`config.mk`:
```
export PLATFORM = sky130hd
export DESIGN_NAME = apb_slave_regfile
export DESIGN_NICKNAME = d
export VERILOG_FILES = /design/src/rtl/apb_slave_regfile.sv
export SDC_FILE = /design/constraint.sdc
export NUM_CORES = 1
export LEC_CHECK = 0
export ABC_CLOCK_PERIOD_IN_PS = 3400
export CAP_MARGIN = 30
export CORE_ASPECT_RATIO = 1.75
export CORE_MARGIN = 5
export CORE_UTILIZATION = 25
export DETAILED_ROUTE_END_ITERATION = 7
export GPL_TIMING_DRIVEN = 0
export PLACE_DENSITY = 0.5
export SKIP_LAST_GASP = 1
export SYNTH_ARGS = -nofsm -noshare
export SYNTH_HDL_FRONTEND = slang
export SYNTH_SLANG_ARGS = --single-unit
```
`constraint.sdc`:
```
create_clock -name Hclk -period 3.4 [get_ports Hclk]
set_clock_uncertainty 0.15 [all_clocks]
set_input_delay 0.68 -clock Hclk [delete_from_list [all_inputs] [get_ports Hclk]]
set_output_delay 0.68 -clock Hclk [all_outputs]
set_load 0.01 [all_outputs]
```
`src/rtl/apb_slave_regfile.sv`:
```
// Zero-wait APB register file with an APB phase-sequencing monitor.
// Optional status register at word DEPTH is built only when APB_SLV_STATUS_EN is defined.
module apb_slave_regfile #(
  parameter int unsigned SEL_IDX   = 0,
  parameter logic [31:0] BASE_ADDR = 32'h8000_0000,
  parameter int unsigned DEPTH     = 16,
  parameter int unsigned ERR_CNT_W = 8
) (
  input  logic                 Hclk,
  input  logic                 Hreset,
  input  logic [2:0]           Pselx,
  input  logic                 Penable,
  input  logic                 Pwrite,
  input  logic [31:0]          Paddr,
  input  logic [31:0]          Pwdata,
  output logic [31:0]          Prdata,
  output logic                 proto_err,
  output logic [ERR_CNT_W-1:0] err_cnt,
  output logic [15:0]          wr_cnt
);

  localparam int unsigned AW   = (DEPTH > 1) ? $clog2(DEPTH) : 1;
  localparam logic [31:0] SPAN = 32'(DEPTH * 4);

  typedef enum logic [1:0] {IDLE, SETUP, ACCESS} state_e;

  state_e                 state_q;
  logic [31:0]            mem_q [DEPTH];
  logic [31:0]            addr_q;
  logic                   wr_q;
  logic [31:0]            prdata_q;
  logic                   proto_q;
  logic [ERR_CNT_W-1:0]   err_q;
  logic [15:0]            wrc_q;

  function automatic logic [ERR_CNT_W-1:0] sat_inc(input logic [ERR_CNT_W-1:0] v);
    return (&v) ? v : v + ERR_CNT_W'(1);
  endfunction

  logic          sel;
  logic          setup_cyc;
  logic          access_cyc;
  logic [31:0]   cur_off;
  logic [31:0]   lat_off;
  logic          cur_hit;
  logic          lat_hit;
  logic          cur_stat;
  logic [AW-1:0] cur_idx;
  logic [AW-1:0] lat_idx;
  logic [31:0]   rd_val;
  logic          unused_sel;

  assign sel        = Pselx[SEL_IDX];
  assign unused_sel = ^Pselx;

  // A setup is any selected cycle without Penable; an access must follow a SETUP state.
  assign setup_cyc  = sel && !Penable;
  assign access_cyc = (state_q == SETUP) && sel && Penable;

  assign cur_off = Paddr - BASE_ADDR;
  assign lat_off = addr_q - BASE_ADDR;
  assign cur_hit = (Paddr[1:0] == 2'b00) && (cur_off < SPAN);
  assign lat_hit = (addr_q[1:0] == 2'b00) && (lat_off < SPAN);
  assign cur_idx = cur_off[AW+1:2];
  assign lat_idx = lat_off[AW+1:2];

`ifdef APB_SLV_STATUS_EN
  logic        lat_stat;
  logic [31:0] status_word;
  assign cur_stat    = (Paddr[1:0] == 2'b00) && (cur_off == SPAN);
  assign lat_stat    = (addr_q[1:0] == 2'b00) && (lat_off == SPAN);
  assign status_word = {wrc_q, 15'(err_q), proto_q};
`else
  assign cur_stat    = 1'b0;
`endif

  always_comb begin
    rd_val = '0;
    if (cur_hit) rd_val = mem_q[cur_idx];
`ifdef APB_SLV_STATUS_EN
    if (cur_stat) rd_val = status_word;
`endif
  end

  always_ff @(posedge Hclk) begin
    if (Hreset) begin
      state_q  <= IDLE;
      addr_q   <= '0;
      wr_q     <= 1'b0;
      prdata_q <= '0;
      proto_q  <= 1'b0;
      err_q    <= '0;
      wrc_q    <= '0;
      for (int i = 0; i < int'(DEPTH); i++) mem_q[i] <= '0;
    end else begin
      prdata_q <= '0;

      case (state_q)
        IDLE: begin
          if (sel && !Penable) state_q <= SETUP;
          else if (sel && Penable) proto_q <= 1'b1;
        end
        SETUP: begin
          if (sel && Penable) begin
            state_q <= ACCESS;
          end else begin
            proto_q <= 1'b1;
            state_q <= (sel && !Penable) ? SETUP : IDLE;
          end
        end
        ACCESS: begin
          if (!sel) state_q <= IDLE;
          else if (!Penable) state_q <= SETUP;
          else proto_q <= 1'b1;
        end
        default: state_q <= IDLE;
      endcase

      if (setup_cyc) begin
        addr_q <= Paddr;
        wr_q   <= Pwrite;
        if (!Pwrite) begin
          prdata_q <= rd_val;
          if (!cur_hit && !cur_stat) err_q <= sat_inc(err_q);
        end
      end

      // The access completes from the latched address even if the bus wobbled.
      if (access_cyc) begin
        if ((Paddr != addr_q) || (Pwrite != wr_q)) proto_q <= 1'b1;
        if (wr_q) begin
`ifdef APB_SLV_STATUS_EN
          if (lat_stat) begin
            if (Pwdata[0]) proto_q <= 1'b0;
            if (Pwdata[1]) err_q   <= '0;
          end else
`endif
          if (lat_hit) begin
            mem_q[lat_idx] <= Pwdata;
            wrc_q          <= wrc_q + 16'd1;
          end else begin
            err_q <= sat_inc(err_q);
          end
        end
      end
    end
  end

  assign Prdata    = prdata_q;
  assign proto_err = proto_q;
  assign err_cnt   = err_q;
  assign wr_cnt    = wrc_q;

endmodule

```
* Word level (Yosys, flattened, before mapping)
Memories as Yosys holds them, arrays and structs flattened. A register that Yosys moved wholly into a read port is not among the register bits. Index checks and enable logic that the tools add are counted.
Cells by class: $add $sub $neg 4, magnitude comparators 2, equality and inequality tests 6, mux-type cells 31, bitwise operators 2, reductions and logical operators 16
Operators with widths (number):
- $lt A32 B7 Y1 const B | 2
- $sub A32 B32 Y32 const B | 2
- $mux W8 | 7
- $mux W32 | 1
- $ne A32 B32 Y1 | 1
- $reduce_or A32 Y1 | 1
- $add A16 B1 Y16 const B | 1
- $mux W1 | 16
- $add A8 B1 Y8 const B | 1
- $mux W2 | 4
- $reduce_and A8 Y1 | 1
- $logic_and A1 B1 Y1 | 6
- $logic_not A2 Y1 | 3
- $pmux W2 S3 | 1
- $mux W4 | 1
- $reduce_or A4 Y1 | 1
- $ne A3 B3 Y1 const B | 1
- $pmux W1 S3 | 1
- $reduce_and A3 Y1 | 1
- $eq A2 B1 Y1 const B | 1
- $eq A2 B2 Y1 const B | 1
- $ne A2 B2 Y1 const B | 1
- $not A1 Y1 | 2
- $reduce_and A2 Y1 | 1
- other kinds (3) | 3
Word-level totals: bits in registers 60, bits in writable memories 512, input bits 71, output and inout bits 57, logic and storage cells 68, memories 1
Memory list:
- mem_q | depth 16, width 32, read ports 1, clocked after Yosys merged registers in 1, wr ports 16, RTL line 28 | logic [31:0] mem_q [DEPTH];

* Logic depth before layout (Yosys ltp)
word-level depth 10, mapped depth 9, mapped depth without buffers 6

* Least setup slack after synthesis
Ideal clock, no wire load.
path type input to register, from input port Penable, to memory mem_q[10][0] (enable), library setup time 389 ps, arrival 2228 ps, data required time 2861 ps, slack 632 ps, stages on the path 6, cell sequence nand4_1 -> nor3_4 -> buf_6 -> buf_2 -> nand3_1 -> nand2_1
RTL lines:
- start: declaration | RTL line 12 | input logic Penable,
- end: declaration | RTL line 28

==> reports/metrics.cfg <==
[status]
status = finished clean

[critical_path]
crit_path_end_kind = register
cp_cell_sequence = clkbuf_1, inv_1, clkbuf_1, nand2_2, buf_12
crit_type = in2reg
crit_fanout = 17
cp_data_arrival_time_ns = 3.40
required_ns = 3.58
critPathMaxStageDelay_ns = 1.02
cp-start-kind = primary input
cp_common_cell = clkbuf_1
slowest_stage = clkbuf_1

[detailed_routing]
wirelength_mm = 90.19
drtIter0Drc = 1502
route.vias.total = 17680
route.detailed.drc = 0
routedWlPerCell_um = 25.07
drt_pass1_iterations = 5
vias_per_cell = 4.915
drtAntennaViolNets = 0

[final_layout]
layout_commonest_cell = nor2_1
finalInstanceArea_um2 = 31450
layout.nets = 2271
area_delta_synth_final_pct = 19.69
drive_above_1_share_pct = 13.81
fin_util_pct = 30.09
final_cell_mix = 530 x nor2_1, 512 x edfxtp_1, 209 x nand2_1

[grt]
antenna_found_initial = 9
grt_max_degree = 28
grt_pass1_wl_mm = 127.6
grt_overflow = 0
first_global_vias = 18680
gr-usage-all-layers_pct = 15.61

[yosys]
yosys-top-cells-area = edfxtp_1 59%, mux4_2 11%, nor2_1 7.6%
yosysSeqAreaShare_pct = 65.52
synthCells = 2000
yosysWarningCount = 0
yosys_register_bits = 604
yosysTopAreaCellShare_pct = 58.51
synth_cell_type_count = 50
syn_area_um2 = 26280
ys_async_sr_fraction_pct = 0
synth_fp_nets = 2073
synth_edf_count = 512
yosys_most_used_dff = edfxtp_1
yosys.area.top_type = edfxtp_1
synth_area_per_cell_um2 = 13.14

[timing]
hold_viol = 0
finalSetupViolCount = 0
fmax_ghz = 0.3110
period_share_pct = 94.58
max_slew_margin_pct = 10.35
tightest_slew_ns = 1.345
rsz0062_at_grt = false
finalSetupTns_ns = 0
fin_crit_ns = 3.216
finalMaxSlewViolations = 0

[clock_network]
cts.htree.levels = 2
clock_tree.root_cell = clkbuf_16
clkSinkCount = 604
clk_latency_ns = 0.62
cts_setup_buffers = 0
clk_pin_slew_ns = 0.06
clock_path_buffers = 3
postCtsHoldBufs = 0
cts_tree = done
cts_made_buffers = 55

[place]
dp_hpwl_mm = 63.89
port_buffers = 121
gp_congestion = 0.8448
dpl-instance-area_um2 = 29590

[worst_hold_path]
holdCritPathClass = reg2reg

[floorplan]
core_um2 = 104500
ios = 128
die_x_um = 255.1
start_util_pct = 25.14
rows = 157
dieArea_um2 = 111900
fp.dieH_um = 438.9

[job]
drv_cap = 0

[pwr]
totalPowerFinal_mw = 15.76
p_per_area_nw_per_um2 = 501.0
ir_drop_mv = 0.3733
p_leak_nw = 10.08

[power breakdown]
group | switching [mW] | leakage, nW | internal (mW)
logic | 0.743 | 3.19 | 0.448
registers | 0.0793 | 6.03 | 8.22
clock network | 2.86 | 0.868 | 3.40
[flip-flops by register name, summed over array words and instances (netlist names)]
register	count
Prdata	32
addr_q	32
mem_q	512
wr_q	1
err_cnt	8
state_q	2
proto_err	1
wr_cnt	16
[timing repair]
item	4_1_cts	5_1_grt
pin swaps	0	1
resized for setup	4	11
endpoints found under the setup margin	64	186
[per-stage QoR]
stage	instances	hold WS (ns)	worst slack (ns)
4_1_cts	3595	0.3473	0.01570
5_1_grt	3595	0.3791	0.01531
3_5_place_dp	3492	0.3366	-0.3305
3_3_place_gp	3472	0.3288	-1.280
2_1_floorplan	2000	0.3118	0.6325
6_report	3597	0.3390	0.1841
[Yosys cell counts (31+ instances only)]
cell and count:
dfxtp_1 92, mux4_2 128, clkbuf_1 89, xnor2_1 31
buf_2 31, mux2i_1 34, nor2_1 530, edfxtp_1 512
a211oi_1 65, nor2b_1 41, a21oi_1 45, nand2_1 221
[layer usage]
metal | part of all wire, % | vias up | GRT usage [%]
li1 | - | 7700 | -
met1 | 33 | 8990 | 15.90
met2 | 55 | 752 | 30.49
met3 | 6.0 | 231 | 2.286
met4 | 5.3 | 8 | 7.481
met5 | 0.062 | - | 0
[path summary, 6_finish.rpt]
check	from	endpoint	slack [ns]	cells past startpoint
max	Hreset	mem_q[8][12]	0.18	5
min	addr_q[12]	addr_q[12]	0.34	2
max reg2reg	addr_q[25]	mem_q[10][17]	0.19	8
min reg2reg	addr_q[12]	addr_q[12]	0.34	2
[worst max-delay path, delay by kind of cell]
| family | cells | cell delay (ns) |
|---|---|---|
| buffers and inverters | 4 | 1.93 |
| AND/OR/NAND/NOR | 1 | 0.74 |
[kinds of logic after synthesis]
kind of cell	share of synthesized area, %
adder cells (fa/ha/maj)	0.09522
XOR/XNOR	1.200
buffers and inverters	2.690
flip-flops	65.52
multiplexers	12.39
AO/OA/AOI/OAI	3.695
AND/OR/NAND/NOR	14.40
[cell type report]
class | count | area (um^2)
Sequential cell | 604 | 17220
Fill cell | 10570 | 73060
Clock buffer | 80 | 1582
Buffer | 144 | 681.9
Antenna cell | 2 | 5.005
Multi-Input combinational cell | 1245 | 8464
Inverter | 7 | 26.28
Clock inverter | 23 | 200.2
Tap cell | 1351 | 1690
Timing Repair Buffer | 141 | 1584
No activity file was read; power rests on OpenSTA's default activity.
